$ cat config.mk
export PLATFORM = sky130hd
export DESIGN_NAME = metronome_tempo_ctrl_flat
export DESIGN_NICKNAME = d
export VERILOG_FILES = /design/src/rtl/metronome_tempo_ctrl_pkg.sv /design/src/rtl/metronome_tempo_ctrl_if.sv /design/src/rtl/metronome_tempo_ctrl_button_conditioner.sv /design/src/rtl/metronome_tempo_ctrl.sv /design/src/flat_wrapper.sv
export SDC_FILE = /design/constraint.sdc
export NUM_CORES = 1
export LEC_CHECK = 0
export CAP_MARGIN = 15
export CORE_MARGIN = 8
export CORE_UTILIZATION = 60
export CTS_CLUSTER_DIAMETER = 30
export DETAILED_ROUTE_END_ITERATION = 10
export DONT_BUFFER_PORTS = 1
export PLACE_DENSITY = 0.75
export SETUP_SLACK_MARGIN = 0.5
export SYNTH_ARGS = -nofsm -noshare
export SYNTH_HDL_FRONTEND = slang
export SYNTH_SLANG_ARGS = --single-unit
$ cat constraint.sdc
create_clock -name sys_clk -period 6.9 [get_ports sys_clk]
set_input_delay 0.69 -clock sys_clk [delete_from_list [all_inputs] [get_ports sys_clk]]
set_output_delay 0.69 -clock sys_clk [all_outputs]
set_load 0.05 [all_outputs]
$ cat src/rtl/metronome_tempo_ctrl_pkg.sv
// Shared constants and the bpm -> beat-period helper for the metronome tempo front end.
package metronome_pkg;

    localparam int BPM_BASE = 60;
    localparam int BPM_STEP = 10;
    localparam int SPEED_W  = 4;
    localparam int TICKS_W  = 26;

    // Beat period in clock cycles, floor(freq*60/bpm); only ever evaluated at elaboration.
    function automatic logic [TICKS_W-1:0] bpm_to_ticks(input longint unsigned freq,
                                                        input longint unsigned bpm);
        longint unsigned t;
        t = (freq * 64'd60) / bpm;
        return t[TICKS_W-1:0];
    endfunction

endpackage

$ cat src/rtl/metronome_tempo_ctrl_if.sv
// Button inputs and tempo outputs of the metronome front end.
interface metronome_tempo_ctrl_if;
    import metronome_pkg::*;

    logic                 button_a_n;
    logic                 button_b_n;
    logic                 button_a_state;
    logic                 button_b_state;
    logic                 button_a_pressed;
    logic                 button_b_pressed;
    logic [SPEED_W-1:0]   speed;
    logic [7:0]           bpm;
    logic [TICKS_W-1:0]   bpm_ticks;

    // Buttons are plain levels and outputs are free-running status; no handshake is involved.
    modport master (
        output button_a_n, button_b_n,
        input  button_a_state, button_b_state, button_a_pressed, button_b_pressed,
        input  speed, bpm, bpm_ticks
    );

    modport slave (
        input  button_a_n, button_b_n,
        output button_a_state, button_b_state, button_a_pressed, button_b_pressed,
        output speed, bpm, bpm_ticks
    );

endinterface

$ cat src/rtl/metronome_tempo_ctrl_button_conditioner.sv
// One active-low raw button: 2-flop synchroniser, debounce counter, press pulse.
module button_conditioner #(
    parameter int unsigned DEBOUNCE_CYCLES = 240_000
) (
    input  logic sys_clk,
    input  logic sys_rst_n,
    input  logic button_n_i,
    output logic state_o,
    output logic pressed_o
);

    localparam int CNT_W = $clog2(DEBOUNCE_CYCLES + 1);

    logic             sync1_q, sync2_q;
    logic             state_q, state_d;
    logic             pressed_q, pressed_d;
    logic [CNT_W-1:0] cnt_q, cnt_d;

    // The counter runs only while the synced level disagrees with the accepted state.
    always_comb begin
        state_d   = state_q;
        pressed_d = 1'b0;
        cnt_d     = '0;
        if (sync2_q != state_q) begin
            if (cnt_q == CNT_W'(DEBOUNCE_CYCLES)) begin
                state_d   = ~state_q;
                pressed_d = ~state_q;
            end else begin
                cnt_d = cnt_q + 1'b1;
            end
        end
    end

    always_ff @(posedge sys_clk) begin
        if (!sys_rst_n) begin
            sync1_q   <= 1'b0;
            sync2_q   <= 1'b0;
            state_q   <= 1'b0;
            pressed_q <= 1'b0;
            cnt_q     <= '0;
        end else begin
            sync1_q   <= ~button_n_i;
            sync2_q   <= sync1_q;
            state_q   <= state_d;
            pressed_q <= pressed_d;
            cnt_q     <= cnt_d;
        end
    end

    assign state_o   = state_q;
    assign pressed_o = pressed_q;

endmodule

$ cat src/rtl/metronome_tempo_ctrl.sv
// Tempo front end: two conditioned buttons step a 4-bit tempo index mapped to bpm and beat period.
module metronome_tempo_ctrl
    import metronome_pkg::*;
#(
    parameter int unsigned       FREQ            = 24_000_000,
    parameter int unsigned       DEBOUNCE_CYCLES = 240_000,
    parameter logic [SPEED_W-1:0] SPEED_INIT     = 4'd1
) (
    input  logic                  sys_clk,
    input  logic                  sys_rst_n,
    metronome_tempo_ctrl_if.slave bus
);

    logic                 a_pressed, b_pressed;
    logic [SPEED_W-1:0]   speed_q, speed_d;
    logic [TICKS_W-1:0]   ticks_lut [1 << SPEED_W];

    button_conditioner #(.DEBOUNCE_CYCLES(DEBOUNCE_CYCLES)) u_cond_a (
        .sys_clk   (sys_clk),
        .sys_rst_n (sys_rst_n),
        .button_n_i(bus.button_a_n),
        .state_o   (bus.button_a_state),
        .pressed_o (a_pressed)
    );

    button_conditioner #(.DEBOUNCE_CYCLES(DEBOUNCE_CYCLES)) u_cond_b (
        .sys_clk   (sys_clk),
        .sys_rst_n (sys_rst_n),
        .button_n_i(bus.button_b_n),
        .state_o   (bus.button_b_state),
        .pressed_o (b_pressed)
    );

    // A wins a same-cycle collision; the index wraps modulo 16 in both directions.
    always_comb begin
        speed_d = speed_q;
        if (a_pressed) begin
            speed_d = speed_q - 1'b1;
        end else if (b_pressed) begin
            speed_d = speed_q + 1'b1;
        end
    end

    always_ff @(posedge sys_clk) begin
        if (!sys_rst_n) begin
            speed_q <= SPEED_INIT;
        end else begin
            speed_q <= speed_d;
        end
    end

    for (genvar g = 0; g < (1 << SPEED_W); g++) begin : g_lut
        assign ticks_lut[g] = bpm_to_ticks(64'(FREQ), 64'(BPM_BASE + BPM_STEP * g));
    end

    assign bus.button_a_pressed = a_pressed;
    assign bus.button_b_pressed = b_pressed;
    assign bus.speed            = speed_q;
    assign bus.bpm              = 8'(BPM_BASE) + 8'(BPM_STEP) * 8'(speed_q);
    assign bus.bpm_ticks        = ticks_lut[speed_q];

endmodule

$ cat src/flat_wrapper.sv
// flat-port wrapper written by rule: the top's interface ports become plain ports
module metronome_tempo_ctrl_flat import metronome_pkg::*;
#(
    parameter int unsigned       FREQ            = 24_000_000,
    parameter int unsigned       DEBOUNCE_CYCLES = 240_000,
    parameter logic [SPEED_W-1:0] SPEED_INIT     = 4'd1
)
  (sys_clk, sys_rst_n, bus_button_a_n, bus_button_b_n, bus_button_a_state, bus_button_b_state, bus_button_a_pressed, bus_button_b_pressed, bus_speed, bus_bpm, bus_bpm_ticks);
  metronome_tempo_ctrl_if bus_i ();
  input  logic sys_clk;
  input  logic sys_rst_n;
  input wire logic [$bits(bus_i.button_a_n)-1:0] bus_button_a_n;
  input wire logic [$bits(bus_i.button_b_n)-1:0] bus_button_b_n;
  output wire logic [$bits(bus_i.button_a_state)-1:0] bus_button_a_state;
  output wire logic [$bits(bus_i.button_b_state)-1:0] bus_button_b_state;
  output wire logic [$bits(bus_i.button_a_pressed)-1:0] bus_button_a_pressed;
  output wire logic [$bits(bus_i.button_b_pressed)-1:0] bus_button_b_pressed;
  output wire logic [$bits(bus_i.speed)-1:0] bus_speed;
  output wire logic [$bits(bus_i.bpm)-1:0] bus_bpm;
  output wire logic [$bits(bus_i.bpm_ticks)-1:0] bus_bpm_ticks;
  assign bus_i.button_a_n = bus_button_a_n;
  assign bus_i.button_b_n = bus_button_b_n;
  assign bus_button_a_state = bus_i.button_a_state;
  assign bus_button_b_state = bus_i.button_b_state;
  assign bus_button_a_pressed = bus_i.button_a_pressed;
  assign bus_button_b_pressed = bus_i.button_b_pressed;
  assign bus_speed = bus_i.speed;
  assign bus_bpm = bus_i.bpm;
  assign bus_bpm_ticks = bus_i.bpm_ticks;
  metronome_tempo_ctrl #(.FREQ(FREQ), .DEBOUNCE_CYCLES(DEBOUNCE_CYCLES), .SPEED_INIT(SPEED_INIT)) u_core (.sys_clk(sys_clk), .sys_rst_n(sys_rst_n), .bus(bus_i));
endmodule
==> flow_summary.html, run 1 <==
<table>
<tr><th>Metric</th><th>Value</th></tr>
<tr><th colspan="2">Outcome</th></tr>
<tr><td>Status</td><td>complete, no violations</td></tr>
<tr><th colspan="2">Worst hold path</th></tr>
<tr><td>Type of the most critical hold path</td><td>reg -&gt; reg</td></tr>
<tr><td>Hold path startpoint</td><td>u_core.u_cond_b.sync1_q</td></tr>
<tr><td>Worst Hold Path Cells</td><td>1</td></tr>
<tr><td>Terminating pin of the worst hold path</td><td>u_core.u_cond_b.sync2_q</td></tr>
<tr><th colspan="2">Die</th></tr>
<tr><td>Number of top-level design ports</td><td>46</td></tr>
<tr><td>Core footprint</td><td>0.00475 mm2</td></tr>
<tr><td>Width of the die</td><td>between 80 and 90 um</td></tr>
<tr><td>Total Die Area</td><td>~0.0074 mm2</td></tr>
<tr><td>Starting utilization of the core area</td><td>0.623</td></tr>
<tr><td>DIE HEIGHT</td><td>86.3 um</td></tr>
<tr><td>Std-Cell Rows</td><td>25</td></tr>
<tr><th colspan="2">Synthesis</th></tr>
<tr><td>Gate Count Post-Synth</td><td>370</td></tr>
<tr><td>Prevailing post-synth register cell</td><td>sky130_fd_sc_hd__dfxtp_1</td></tr>
<tr><td>YS warnings</td><td>0</td></tr>
<tr><td>Post-synthesis register bit count</td><td>between 40 and 50</td></tr>
<tr><td>Avg Inst Size Synth</td><td>8.00 um2</td></tr>
<tr><td>Cell accounting for the most synthesized area</td><td>sky130_fd_sc_hd__dfxtp_1</td></tr>
<tr><td>FFs w/ async S/R, synth</td><td>0</td></tr>
<tr><td>Area share of the largest cell type after synthesis</td><td>0.324</td></tr>
<tr><td>Post-synth cell types</td><td>45</td></tr>
<tr><td>Area contributors post-synth</td><td>sky130_fd_sc_hd__dfxtp_1, sky130_fd_sc_hd__xnor2_1, sky130_fd_sc_hd__ha_1, sky130_fd_sc_hd__nor2_1, sky130_fd_sc_hd__nand2_1</td></tr>
<tr><td>Post-synthesis sequential area ratio</td><td>0.324</td></tr>
<tr><td>Post-synth top cells</td><td>sky130_fd_sc_hd__nor2_1, sky130_fd_sc_hd__dfxtp_1, sky130_fd_sc_hd__nand2_1, sky130_fd_sc_hd__xnor2_1, sky130_fd_sc_hd__o21ai_0</td></tr>
<tr><td>Count of flip-flops with a built-in enable after synthesis</td><td>0</td></tr>
<tr><td>Netlist area before placement</td><td>about 0.003 mm2</td></tr>
<tr><td>Top-count cell post-synth</td><td>sky130_fd_sc_hd__nor2_1</td></tr>
<tr><th colspan="2">Setup path</th></tr>
<tr><td>Number of cells on the worst reg-to-reg path</td><td>6</td></tr>
<tr><td>Reg-to-Reg End</td><td>u_core.bus.speed[2]</td></tr>
<tr><td>Worst-case register-to-register setup slack</td><td>between 4000 and 5000 ps</td></tr>
<tr><td>Data arrival time of the worst path</td><td>a little over 4000 ps</td></tr>
<tr><td>Critical Path End Type</td><td>output pin</td></tr>
<tr><td>Maximum fanout along the worst path</td><td>12</td></tr>
<tr><td>Worst setup SP type</td><td>register</td></tr>
<tr><td>Required time at the worst-slack endpoint</td><td>6210 ps</td></tr>
<tr><td>R2r startpoint</td><td>u_core.bus.speed[1]</td></tr>
<tr><td>Crit Path Category</td><td>reg -&gt; out</td></tr>
<tr><th colspan="2">Global route</th></tr>
<tr><td>Number of antenna violations at the first check in global routing</td><td>0</td></tr>
<tr><td>First-pass GRT wire length</td><td>approximately 10,000 um</td></tr>
<tr><td>Grt total ovfl</td><td>0</td></tr>
<tr><td>GRT Util Overall</td><td>0.166</td></tr>
<tr><td>Via count of the first global-routing pass</td><td>approximately 2,100</td></tr>
<tr><td>Maximum number of pins on one net before global-route repair</td><td>between 50 and 60</td></tr>
<tr><th colspan="2">Timing</th></tr>
<tr><td>Crit share post-route</td><td>0.692</td></tr>
<tr><td>Final Worst Setup Slack</td><td>2130 ps</td></tr>
<tr><td>Maximum achievable frequency</td><td>0.209 GHz</td></tr>
<tr><td>Worst slew pin tran</td><td>1250 ps</td></tr>
<tr><td>Minimum clock period</td><td>4770 ps</td></tr>
<tr><td>Setup Total Neg Slack</td><td>0 ps</td></tr>
<tr><td>Hold Worst Slack</td><td>~440 ps</td></tr>
<tr><td>Final hold violations</td><td>0</td></tr>
<tr><td>Worst slew margin relative to its limit</td><td>0.165</td></tr>
<tr><td>Post-route clock skew</td><td>approximately 5.8 ps</td></tr>
<tr><td>Number of pins exceeding their max-slew limit in the final report</td><td>0</td></tr>
<tr><td>RSZ-0062 raised after global routing</td><td>false</td></tr>
<tr><td>Final setup fails</td><td>0</td></tr>
<tr><th colspan="2">CTS</th></tr>
<tr><td>Total CTS buffers</td><td>5</td></tr>
<tr><td>Depth of the CTS H-tree</td><td>2</td></tr>
<tr><td>Clock slew seen by the registers of the worst setup and hold paths</td><td>approximately 80 ps</td></tr>
<tr><td>Post-CTS Hold Fix Bufs</td><td>0</td></tr>
<tr><td>CTS tree</td><td>done</td></tr>
<tr><td>Post-CTS setup repair buffer count</td><td>0</td></tr>
<tr><td>Deepest clock path buffer count</td><td>2</td></tr>
<tr><td>Number of cells upsized or downsized after cts</td><td>0</td></tr>
<tr><td>Clock Sinks</td><td>48</td></tr>
<tr><td>Clock latency at the later pin of the worst-skew pair</td><td>300 ps</td></tr>
<tr><td>Root cell of the clock tree</td><td>sky130_fd_sc_hd__clkbuf_8</td></tr>
<tr><th colspan="2">Flow run</th></tr>
<tr><td>Maximum Capacitance Violations</td><td>0</td></tr>
<tr><th colspan="2">Placed design</th></tr>
<tr><td>Placed wire-length estimate after detailed placement</td><td>around 4300 um</td></tr>
<tr><td>Count of buffers inserted at the top-level ports</td><td>0</td></tr>
<tr><td>Routability cong.</td><td>0.861</td></tr>
<tr><td>Worst Setup Slack post-DPL</td><td>2400 ps</td></tr>
<tr><th colspan="2">Power</th></tr>
<tr><td>Total design power</td><td>~0.00046 W</td></tr>
<tr><td>Leakage component of the power</td><td>between 1 and 1.5 nW</td></tr>
<tr><td>Pwr dens</td><td>roughly 150 mW/mm2</td></tr>
<tr><td>Worst ir drop on vdd</td><td>around 0.12 mV</td></tr>
<tr><th colspan="2">Detailed routing</th></tr>
<tr><td>Initial DRC Count</td><td>between 100 and 150</td></tr>
<tr><td>Iteration count of the initial detailed-routing pass</td><td>4</td></tr>
<tr><td>Residual DRC</td><td>0</td></tr>
<tr><td>Detailed-route wire length per cell</td><td>around 14 um</td></tr>
<tr><td>Detailed-route wire length</td><td>around 6000 um</td></tr>
<tr><td>Per-cell via count in the routed design</td><td>between 5 and 6</td></tr>
<tr><td>Vias</td><td>around 2,400</td></tr>
<tr><td>Count of nets left with antenna violations after detail routing</td><td>0</td></tr>
<tr><th colspan="2">Cells and area</th></tr>
<tr><td>Fillers</td><td>451</td></tr>
<tr><td>Storage element area</td><td>~960 um2</td></tr>
<tr><td>Synth-to-Final Area Change</td><td>3.84%</td></tr>
<tr><td>Multi-input gate area in the final layout</td><td>between 0.0015 and 0.002 mm2</td></tr>
<tr><td>Count of antenna diodes in the layout</td><td>0</td></tr>
<tr><td>Share of post-route cells with drive strength above 1</td><td>0.0661</td></tr>
<tr><td>Nets@finish</td><td>a little under 400</td></tr>
</table>
through the flow:
| stage | cells | utilization | area (um2) |
|---|---|---|---|
| floorplan | 371 | - | 2970 |
| finish | 430 | 0.647 | 3080 |
| CTS | 430 | 0.647 | 3080 |
| detailed placement | 422 | 0.627 | 2980 |
| global route | 430 | 0.647 | 3080 |
| global placement | 422 | 0.627 | 2980 |
cell families after synthesis:
kind of cell | synth area share
simple gates | 0.292
compound gates | 0.110
flops | 0.324
xor+xnor | 0.115
buf+inv | 0.0608
fa+ha+maj | 0.0896
mux | 0.00676
other cells | 0.00127
state kept, by name, indices dropped and copies added (netlist names):
register / count
u_core.u_cond_a.state_o: 1
u_core.u_cond_b.sync2_q: 1
u_core.u_cond_a.pressed_o: 1
u_core.u_cond_a.sync2_q: 1
u_core.u_cond_b.cnt_q: 18
u_core.u_cond_b.pressed_o: 1
u_core.u_cond_a.cnt_q: 18
u_core.u_cond_a.sync1_q: 1
u_core.u_cond_b.sync1_q: 1
u_core.bus.speed: 4
u_core.u_cond_b.state_o: 1
layer usage:
layer,vias to the layer above,GRT usage,part of all wire
li1,1254,-,-
met1,1092,0.210,0.48
met2,52,0.265,0.44
met3,7,0.0473,0.066
met4,0,0.0516,0.012
met5,-,0,0
worst max-delay path: stages (launching register included):
cell                      delay [ps]
sky130_fd_sc_hd__dfxtp_1         890
sky130_fd_sc_hd__inv_1           610
sky130_fd_sc_hd__ha_1            470
sky130_fd_sc_hd__inv_1            50
sky130_fd_sc_hd__ha_1            220
sky130_fd_sc_hd__fa_1            490
sky130_fd_sc_hd__nor2_1          130
sky130_fd_sc_hd__nand2_1          70
sky130_fd_sc_hd__xnor2_1         840
worst max-delay path by stage:
stage / startpoint / to / slack (ps)
finish: u_core.bus.speed[1] / bus_bpm[6] / 2130
CTS: u_core.bus.speed[1] / bus_bpm[6] / 2070
global placement: u_core.bus.speed[1] / bus_bpm[6] / 2510
global route: u_core.bus.speed[1] / bus_bpm[6] / 1900
floorplan: u_core.bus.speed[1] / bus_bpm[6] / 2730
detailed placement: u_core.bus.speed[1] / bus_bpm[6] / 2400
cells in the final DEF (no fill, tap or decap), types with 8 or more instances in the layout:
cell type,synthesis,final
sky130_fd_sc_hd__a21oi_1,13,13
sky130_fd_sc_hd__dfxtp_1,48,46
sky130_fd_sc_hd__ha_1,18,18
sky130_fd_sc_hd__inv_1,21,21
sky130_fd_sc_hd__nand2_1,31,31
sky130_fd_sc_hd__nand3_1,16,16
sky130_fd_sc_hd__nand4_1,12,12
sky130_fd_sc_hd__nor2_1,56,56
sky130_fd_sc_hd__nor3_1,12,11
sky130_fd_sc_hd__nor4_1,13,13
sky130_fd_sc_hd__o21ai_0,23,14
sky130_fd_sc_hd__o21ai_1,0,9
sky130_fd_sc_hd__xnor2_1,31,31
sky130_fd_sc_hd__xor2_1,8,8
report_power, final:
group          switching [W]    total, W  leakage [nW]  internal, W
logic             0.00000582  0.00000723         0.668   0.00000141
registers        0.000000964    0.000279         0.389     0.000278
clock network      0.0000913    0.000173        0.0445    0.0000815
total              0.0000981    0.000459          1.10     0.000361
final cells by class:
class,instances,share of cell area
multi-input cells,284,0.600
flip-flops and latches,48,0.313
clock buffers,7,0.0281
well taps,67,0.0273
inverters,22,0.0269
clock inverters,1,0.00244
repair buffers,1,0.00244
No activity file was read; power rests on OpenSTA's default activity.
==> run 2: changes to the inputs <==
CORE_UTILIZATION = 57   (was 60)
PLACE_DENSITY = 0.74   (was 0.75)
clock period = 4.3 ns   (was 6.9 ns; I/O delays follow)
==> run 2 against run 1 <==
Wire length increased by 1.1%; design area increased by 5.3%; combinational power increased by 56%; critical endpoint is now bus_bpm[7].
==> flow_summary.html, run 2 (synthesized netlist as in run 1, its figures left out) <==
<table>
<tr><th>Metric</th><th>Value</th></tr>
<tr><th colspan="2">Power</th></tr>
<tr><td>Share of power burned in the clock network</td><td>0.381</td></tr>
<tr><td>Cell-internal power</td><td>between 0.0005 and 0.0006 W</td></tr>
<tr><td>Pwr dens</td><td>roughly 230 mW/mm2</td></tr>
<tr><td>Leakage component of the power</td><td>around 1.2 nW</td></tr>
<tr><td>Worst ir drop on vdd</td><td>0.254 mV</td></tr>
<tr><td>Portion of total power attributed to sequential cells</td><td>0.603</td></tr>
<tr><td>Net Sw Frac</td><td>0.219</td></tr>
<tr><td>Combinational share of power</td><td>0.015</td></tr>
<tr><td>Switching power total</td><td>~0.00016 W</td></tr>
<tr><th colspan="2">Worst hold path</th></tr>
<tr><td>Terminating pin of the worst hold path</td><td>u_core.u_cond_a.sync1_q</td></tr>
<tr><td>Hold path startpoint</td><td>bus_button_a_n</td></tr>
<tr><td>Type of the most critical hold path</td><td>in -&gt; reg</td></tr>
<tr><td>Worst Hold Path Cells</td><td>1</td></tr>
<tr><th colspan="2">Setup path</th></tr>
<tr><td>Worst-case register-to-register setup slack</td><td>roughly 2300 ps</td></tr>
<tr><td>Critical Path Source</td><td>u_core.bus.speed[1]</td></tr>
<tr><td>Critical Path, Cell by Cell</td><td>buf_4, inv_1, ha_1, inv_1, ha_1, fa_1, nor4_1, or3_1, a31o_2</td></tr>
<tr><td>CP Buf/Inv Count</td><td>3</td></tr>
<tr><td>Data arrival time of the worst path</td><td>around 2900 ps</td></tr>
<tr><td>Slowest cell on the critical path</td><td>sky130_fd_sc_hd__fa_1</td></tr>
<tr><td>Kind of cell with the highest combined delay on the critical path</td><td>adder cells</td></tr>
<tr><td>Worst setup SP type</td><td>register</td></tr>
<tr><td>Required time at the worst-slack endpoint</td><td>~3900 ps</td></tr>
<tr><td>Reg-to-Reg End</td><td>u_core.u_cond_a.cnt_q[6]</td></tr>
<tr><td>Peak per-stage delay on the critical path</td><td>roughly 500 ps</td></tr>
<tr><td>Number of cells on the worst reg-to-reg path</td><td>6</td></tr>
<tr><td>R2r startpoint</td><td>u_core.u_cond_a.cnt_q[0]</td></tr>
<tr><td>Crit Path Category</td><td>reg -&gt; out</td></tr>
<tr><td>Maximum fanout along the worst path</td><td>12</td></tr>
<tr><td>Critical Path End Type</td><td>output pin</td></tr>
<tr><th colspan="2">Timing</th></tr>
<tr><td>Number of pins exceeding their max-slew limit in the final report</td><td>0</td></tr>
<tr><td>Maximum achievable frequency</td><td>about 0.3 GHz</td></tr>
<tr><td>Worst slew margin relative to its limit</td><td>0.329</td></tr>
<tr><td>Final setup fails</td><td>0</td></tr>
<tr><td>RSZ-0062 raised after global routing</td><td>false</td></tr>
<tr><td>Crit share post-route</td><td>0.777</td></tr>
<tr><td>Final hold violations</td><td>0</td></tr>
<tr><td>Final Worst Setup Slack</td><td>around 960 ps</td></tr>
<tr><td>Post-route clock skew</td><td>around 7.5 ps</td></tr>
<tr><td>Setup Total Neg Slack</td><td>0 ps</td></tr>
<tr><td>Minimum clock period</td><td>roughly 3300 ps</td></tr>
<tr><td>Worst slew pin tran</td><td>roughly 1000 ps</td></tr>
<tr><th colspan="2">CTS</th></tr>
<tr><td>Post-CTS setup repair buffer count</td><td>0</td></tr>
<tr><td>Total CTS buffers</td><td>5</td></tr>
<tr><td>Depth of the CTS H-tree</td><td>2</td></tr>
<tr><td>Number of cells upsized or downsized after cts</td><td>0</td></tr>
<tr><td>CTS tree</td><td>done</td></tr>
<tr><td>Root cell of the clock tree</td><td>sky130_fd_sc_hd__clkbuf_8</td></tr>
<tr><td>Post-CTS Hold Fix Bufs</td><td>0</td></tr>
<tr><td>Clock Sinks</td><td>48</td></tr>
<tr><td>Clock slew seen by the registers of the worst setup and hold paths</td><td>90 ps</td></tr>
<tr><td>Deepest clock path buffer count</td><td>2</td></tr>
<tr><td>Clock latency at the later pin of the worst-skew pair</td><td>300 ps</td></tr>
<tr><th colspan="2">Cells and area</th></tr>
<tr><td>Share of post-route cells with drive strength above 1</td><td>0.120</td></tr>
<tr><td>Commonest non-fill, non-tap cell in the layout</td><td>sky130_fd_sc_hd__nor2_1</td></tr>
<tr><td>Commonest cells after routing, fill and taps aside</td><td>sky130_fd_sc_hd__nor2_1, sky130_fd_sc_hd__dfxtp_1, sky130_fd_sc_hd__nand2_1</td></tr>
<tr><td>Nets@finish</td><td>just over 400</td></tr>
<tr><td>Count of antenna diodes in the layout</td><td>0</td></tr>
<tr><td>Synth-to-Final Area Change</td><td>9.38%</td></tr>
<tr><th colspan="2">Die</th></tr>
<tr><td>Total Die Area</td><td>~0.0078 mm2</td></tr>
<tr><td>Width of the die</td><td>88.1 um</td></tr>
<tr><td>Std-Cell Rows</td><td>26</td></tr>
<tr><td>DIE HEIGHT</td><td>88.1 um</td></tr>
<tr><td>Number of top-level design ports</td><td>46</td></tr>
<tr><td>Core footprint</td><td>a little over 0.005 mm2</td></tr>
<tr><td>Starting utilization of the core area</td><td>0.584</td></tr>
<tr><th colspan="2">Flow run</th></tr>
<tr><td>Maximum Capacitance Violations</td><td>0</td></tr>
<tr><th colspan="2">Placed design</th></tr>
<tr><td>Placed wire-length estimate after detailed placement</td><td>approximately 4400 um</td></tr>
<tr><td>Routability cong.</td><td>just under 0.9</td></tr>
<tr><td>Count of buffers inserted at the top-level ports</td><td>0</td></tr>
<tr><td>Worst Setup Slack post-DPL</td><td>between 1000 and 1500 ps</td></tr>
<tr><th colspan="2">Detailed routing</th></tr>
<tr><td>Count of nets left with antenna violations after detail routing</td><td>0</td></tr>
<tr><td>Iteration count of the initial detailed-routing pass</td><td>5</td></tr>
<tr><td>Per-cell via count in the routed design</td><td>5.53</td></tr>
<tr><td>Initial DRC Count</td><td>roughly 130</td></tr>
<tr><td>Detailed-route wire length per cell</td><td>13.3 um</td></tr>
<tr><td>Detailed-route wire length</td><td>between 6000 and 7000 um</td></tr>
<tr><td>Residual DRC</td><td>0</td></tr>
<tr><td>Vias</td><td>2,506</td></tr>
<tr><th colspan="2">Global route</th></tr>
<tr><td>Via count of the first global-routing pass</td><td>between 2,000 and 2,500</td></tr>
<tr><td>GRT Util Overall</td><td>0.166</td></tr>
<tr><td>Number of antenna violations at the first check in global routing</td><td>0</td></tr>
<tr><td>First-pass GRT wire length</td><td>roughly 10,000 um</td></tr>
<tr><td>Maximum number of pins on one net before global-route repair</td><td>between 50 and 60</td></tr>
<tr><td>Grt total ovfl</td><td>0</td></tr>
<tr><th colspan="2">Outcome</th></tr>
<tr><td>Status</td><td>complete, no violations</td></tr>
</table>
run 2: cell types whose count changed in the layout (fill, tap and decap cells not counted), sizes merged:
cell / change
buf: +20
clkinvlp: -1
inv: +1
clkbuf: -1
clkinv: +1
run 2: per-stage QoR:
stage,total power (W),hold WS (ps),util,area (um2),cells
after floorplan,0.000471,412,-,2970,371
after global placement,0.000469,417,0.619,3140,445
after detailed placement,0.000470,418,0.619,3140,445
after CTS,0.000750,173,0.638,3240,453
after global routing,0.000773,166,0.638,3240,453
final,0.000742,182,0.638,3240,453
run 2: final cells by class:
class / instances / area (um2)
Multi-Input combinational cell: 284 / 1850
Clock buffer: 6 / 82.6
Timing Repair Buffer: 21 / 158
Clock inverter: 2 / 13.8
Sequential cell: 48 / 963
Tap cell: 70 / 87.6
Inverter: 22 / 82.6
Fill cell: 467 / 1840
run 2: worst reg2reg max path: stages, from the launching register on:
cell	delay, ps
sky130_fd_sc_hd__dfxtp_1	360
sky130_fd_sc_hd__inv_1	70
sky130_fd_sc_hd__ha_1	130
sky130_fd_sc_hd__nor4bb_1	340
sky130_fd_sc_hd__nand3_1	210
sky130_fd_sc_hd__o211ai_2	640
sky130_fd_sc_hd__nor2_1	120
run 2: worst max-delay path by stage:
stage	endpoint	cells after the start	slack, ps
floorplan	bus_bpm[7]	8	550
CTS	bus_bpm[7]	9	930
detailed placement	bus_bpm[7]	9	1270
finish	bus_bpm[7]	9	960
global placement	bus_bpm[7]	9	1340
global route	bus_bpm[7]	9	690
run 2: power by group through the flow:
stage | sequential (W) | clock, W | combinational [W]
after floorplan | 0.000458 | 0 | 0.0000128
after global placement | 0.000458 | 0 | 0.0000112
after detailed placement | 0.000458 | 0 | 0.0000113
after CTS | 0.000448 | 0.000291 | 0.0000114
after global routing | 0.000449 | 0.000312 | 0.0000127
final | 0.000448 | 0.000283 | 0.0000113
run 2: metal layers:
layer,GRT usage,wire [um],share of wire
met2,0.277,2770,0.46
met1,0.203,2780,0.46
met5,0,0,0
met4,0.0645,83,0.014
met3,0.0366,414,0.068
==> run 3: changes to the inputs <==
clock period = 2.7 ns   (was 4.3 ns; I/O delays follow)
==> run 3 against run 2 <==
The flow now finishes with violations (setup timing); first-iteration DRC count decreased by 6.3%; global-route usage increased by 0.25 points; sequential share of layout area is 3.6 points lower; core utilization rose by 9.4 points; count of clock-buffer cells in the layout is 1 higher.
==> flow_summary.html, run 3 (synthesized netlist as in run 1, its figures left out) <==
<table>
<tr><th>Metric</th><th>Value</th></tr>
<tr><th colspan="2">Outcome</th></tr>
<tr><td>Status</td><td>finished with violations</td></tr>
<tr><td>Failing checks</td><td>setup timing</td></tr>
<tr><th colspan="2">Global route</th></tr>
<tr><td>Maximum number of pins on one net before global-route repair</td><td>around 50</td></tr>
<tr><td>GRT Util Overall</td><td>0.169</td></tr>
<tr><td>Via count of the first global-routing pass</td><td>~2,300</td></tr>
<tr><td>First-pass GRT wire length</td><td>10,700 um</td></tr>
<tr><td>Number of antenna violations at the first check in global routing</td><td>0</td></tr>
<tr><td>Grt total ovfl</td><td>0</td></tr>
<tr><th colspan="2">Setup path</th></tr>
<tr><td>Data arrival time of the worst path</td><td>between 2000 and 2500 ps</td></tr>
<tr><td>Crit Path Category</td><td>reg -&gt; out</td></tr>
<tr><td>Required time at the worst-slack endpoint</td><td>between 2000 and 2500 ps</td></tr>
<tr><td>Number of cells on the worst reg-to-reg path</td><td>6</td></tr>
<tr><td>Worst setup SP type</td><td>register</td></tr>
<tr><td>Maximum fanout along the worst path</td><td>3</td></tr>
<tr><td>Critical Path End Type</td><td>output pin</td></tr>
<tr><th colspan="2">Timing</th></tr>
<tr><td>Post-route clock skew</td><td>4.80 ps</td></tr>
<tr><td>Minimum clock period</td><td>roughly 2700 ps</td></tr>
<tr><td>Worst slew pin tran</td><td>a little under 700 ps</td></tr>
<tr><td>Number of pins exceeding their max-slew limit in the final report</td><td>0</td></tr>
<tr><td>Final setup fails</td><td>1</td></tr>
<tr><td>Final Worst Setup Slack</td><td>-47.4 ps</td></tr>
<tr><td>Crit share post-route</td><td>1.02</td></tr>
<tr><td>Worst slew margin relative to its limit</td><td>0.542</td></tr>
<tr><td>RSZ-0062 raised after global routing</td><td>true</td></tr>
<tr><td>Maximum achievable frequency</td><td>roughly 0.36 GHz</td></tr>
<tr><td>Final hold violations</td><td>0</td></tr>
<tr><th colspan="2">Power</th></tr>
<tr><td>Leakage component of the power</td><td>between 1 and 1.5 nW</td></tr>
<tr><td>Pwr dens</td><td>346 mW/mm2</td></tr>
<tr><td>Worst ir drop on vdd</td><td>0.387 mV</td></tr>
<tr><td>Total design power</td><td>~0.0013 W</td></tr>
<tr><th colspan="2">Die</th></tr>
<tr><td>Total Die Area</td><td>approximately 0.0078 mm2</td></tr>
<tr><td>Starting utilization of the core area</td><td>0.584</td></tr>
<tr><td>Width of the die</td><td>about 88 um</td></tr>
<tr><td>Number of top-level design ports</td><td>46</td></tr>
<tr><td>DIE HEIGHT</td><td>just under 90 um</td></tr>
<tr><td>Std-Cell Rows</td><td>26</td></tr>
<tr><td>Core footprint</td><td>approximately 0.0051 mm2</td></tr>
<tr><th colspan="2">Cells and area</th></tr>
<tr><td>Synth-to-Final Area Change</td><td>25.6%</td></tr>
<tr><td>Commonest cells after routing, fill and taps aside</td><td>sky130_fd_sc_hd__nor2_1, sky130_fd_sc_hd__dfxtp_1, sky130_fd_sc_hd__xnor2_1</td></tr>
<tr><td>Final instance count without filler cells</td><td>between 400 and 500</td></tr>
<tr><td>Count of antenna diodes in the layout</td><td>0</td></tr>
<tr><td>Commonest non-fill, non-tap cell in the layout</td><td>sky130_fd_sc_hd__nor2_1</td></tr>
<tr><td>Layout Utilization</td><td>0.733</td></tr>
<tr><td>Share of post-route cells with drive strength above 1</td><td>0.245</td></tr>
<tr><td>Nets@finish</td><td>between 400 and 500</td></tr>
<tr><td>Final design instance area without fill</td><td>0.00372 mm2</td></tr>
<tr><th colspan="2">CTS</th></tr>
<tr><td>Clock Sinks</td><td>between 40 and 50</td></tr>
<tr><td>Clock slew seen by the registers of the worst setup and hold paths</td><td>roughly 80 ps</td></tr>
<tr><td>Clock latency at the later pin of the worst-skew pair</td><td>300 ps</td></tr>
<tr><td>Depth of the CTS H-tree</td><td>2</td></tr>
<tr><td>Deepest clock path buffer count</td><td>2</td></tr>
<tr><td>Total CTS buffers</td><td>5</td></tr>
<tr><td>CTS tree</td><td>done</td></tr>
<tr><td>Root cell of the clock tree</td><td>sky130_fd_sc_hd__clkbuf_8</td></tr>
<tr><th colspan="2">Placed design</th></tr>
<tr><td>Routability cong.</td><td>0.808</td></tr>
<tr><td>Count of buffers inserted at the top-level ports</td><td>0</td></tr>
<tr><td>Placed insts</td><td>between 400 and 500</td></tr>
<tr><td>Cell area reported after detailed placement</td><td>between 0.003 and 0.004 mm2</td></tr>
<tr><td>Placed wire-length estimate after detailed placement</td><td>around 4600 um</td></tr>
<tr><th colspan="2">Detailed routing</th></tr>
<tr><td>Residual DRC</td><td>0</td></tr>
<tr><td>Initial DRC Count</td><td>118</td></tr>
<tr><td>Iteration count of the initial detailed-routing pass</td><td>4</td></tr>
<tr><td>Count of nets left with antenna violations after detail routing</td><td>0</td></tr>
<tr><td>Per-cell via count in the routed design</td><td>5.71</td></tr>
<tr><td>Detailed-route wire length per cell</td><td>~15 um</td></tr>
<tr><td>Detailed-route wire length</td><td>6990 um</td></tr>
<tr><td>Vias</td><td>between 2,000 and 3,000</td></tr>
<tr><th colspan="2">Flow run</th></tr>
<tr><td>Maximum Capacitance Violations</td><td>0</td></tr>
<tr><th colspan="2">Worst hold path</th></tr>
<tr><td>Type of the most critical hold path</td><td>in -&gt; reg</td></tr>
<tr><td>Worst Hold Path Cells</td><td>1</td></tr>
</table>
==> run 3: area by class of cell <==
cell class,count,area (um2)
clock inverters,1,30.0
well taps,70,87.6
clock buffers,7,96.3
repair buffers,25,290
inverters,22,92.6
flip-flops and latches,48,971
multi-input cells,284,2150
fillers,400,1360
==> run 3: what timing repair did <==
item | CTS | global route
endpoints found under the setup margin | 24 | 31
resized for setup | 23 | 27
gates cloned | 0 | 2
hold buffers | 0 | 0
buffers inserted | 3 | 1
pin swaps | 4 | 7
==> run 3: worst paths after layout <==
path | from | endpoint | slack (ps)
max reg2reg | u_core.u_cond_a.cnt_q[0] | u_core.u_cond_a.cnt_q[4] | 820
min reg2reg | u_core.u_cond_b.sync1_q | u_core.u_cond_b.sync2_q | 440
min | bus_button_b_n | u_core.u_cond_b.sync1_q | 20
max | u_core.bus.speed[1] | bus_bpm[7] | -50
==> run 3: metrics by stage <==
stage / setup TNS [ps] / setup WS [ps] / hold WS, ps
3_5_place_dp: 0 / 211 / 339
2_1_floorplan: -1010 / -386 / 337
3_3_place_gp: 0 / 261 / 338
5_1_grt: -113 / -113 / 6.09
6_report: -47.4 / -47.4 / 23.4
4_1_cts: -47.6 / -47.6 / 11.7
==> run 3: report_power, final <==
part	internal (W)	switching, W	total [W]
Sequential	0.000709	0.00000222	0.000711
Clock	0.000327	0.000231	0.000558
Combinational	0.00000386	0.0000148	0.0000186
Total	0.00104	0.000248	0.00129
==> run 3: worst max-delay path: stages (launching register included) <==
cell and delay (ps):
sky130_fd_sc_hd__dfxtp_4 370, sky130_fd_sc_hd__clkinvlp_4 100, sky130_fd_sc_hd__ha_4 270, sky130_fd_sc_hd__inv_2 40, sky130_fd_sc_hd__ha_4 150, sky130_fd_sc_hd__fa_2 530
sky130_fd_sc_hd__nor4_2 50, sky130_fd_sc_hd__or3_1 360, sky130_fd_sc_hd__a31o_4 310
==> run 3: metal layers <==
metal,global-route usage,wire length (um),vias to the layer above
li1,-,-,1304
met1,0.203,3080,1230
met2,0.295,3400,68
met3,0.0338,399,9
met4,0.0476,106,0
met5,0,0,-
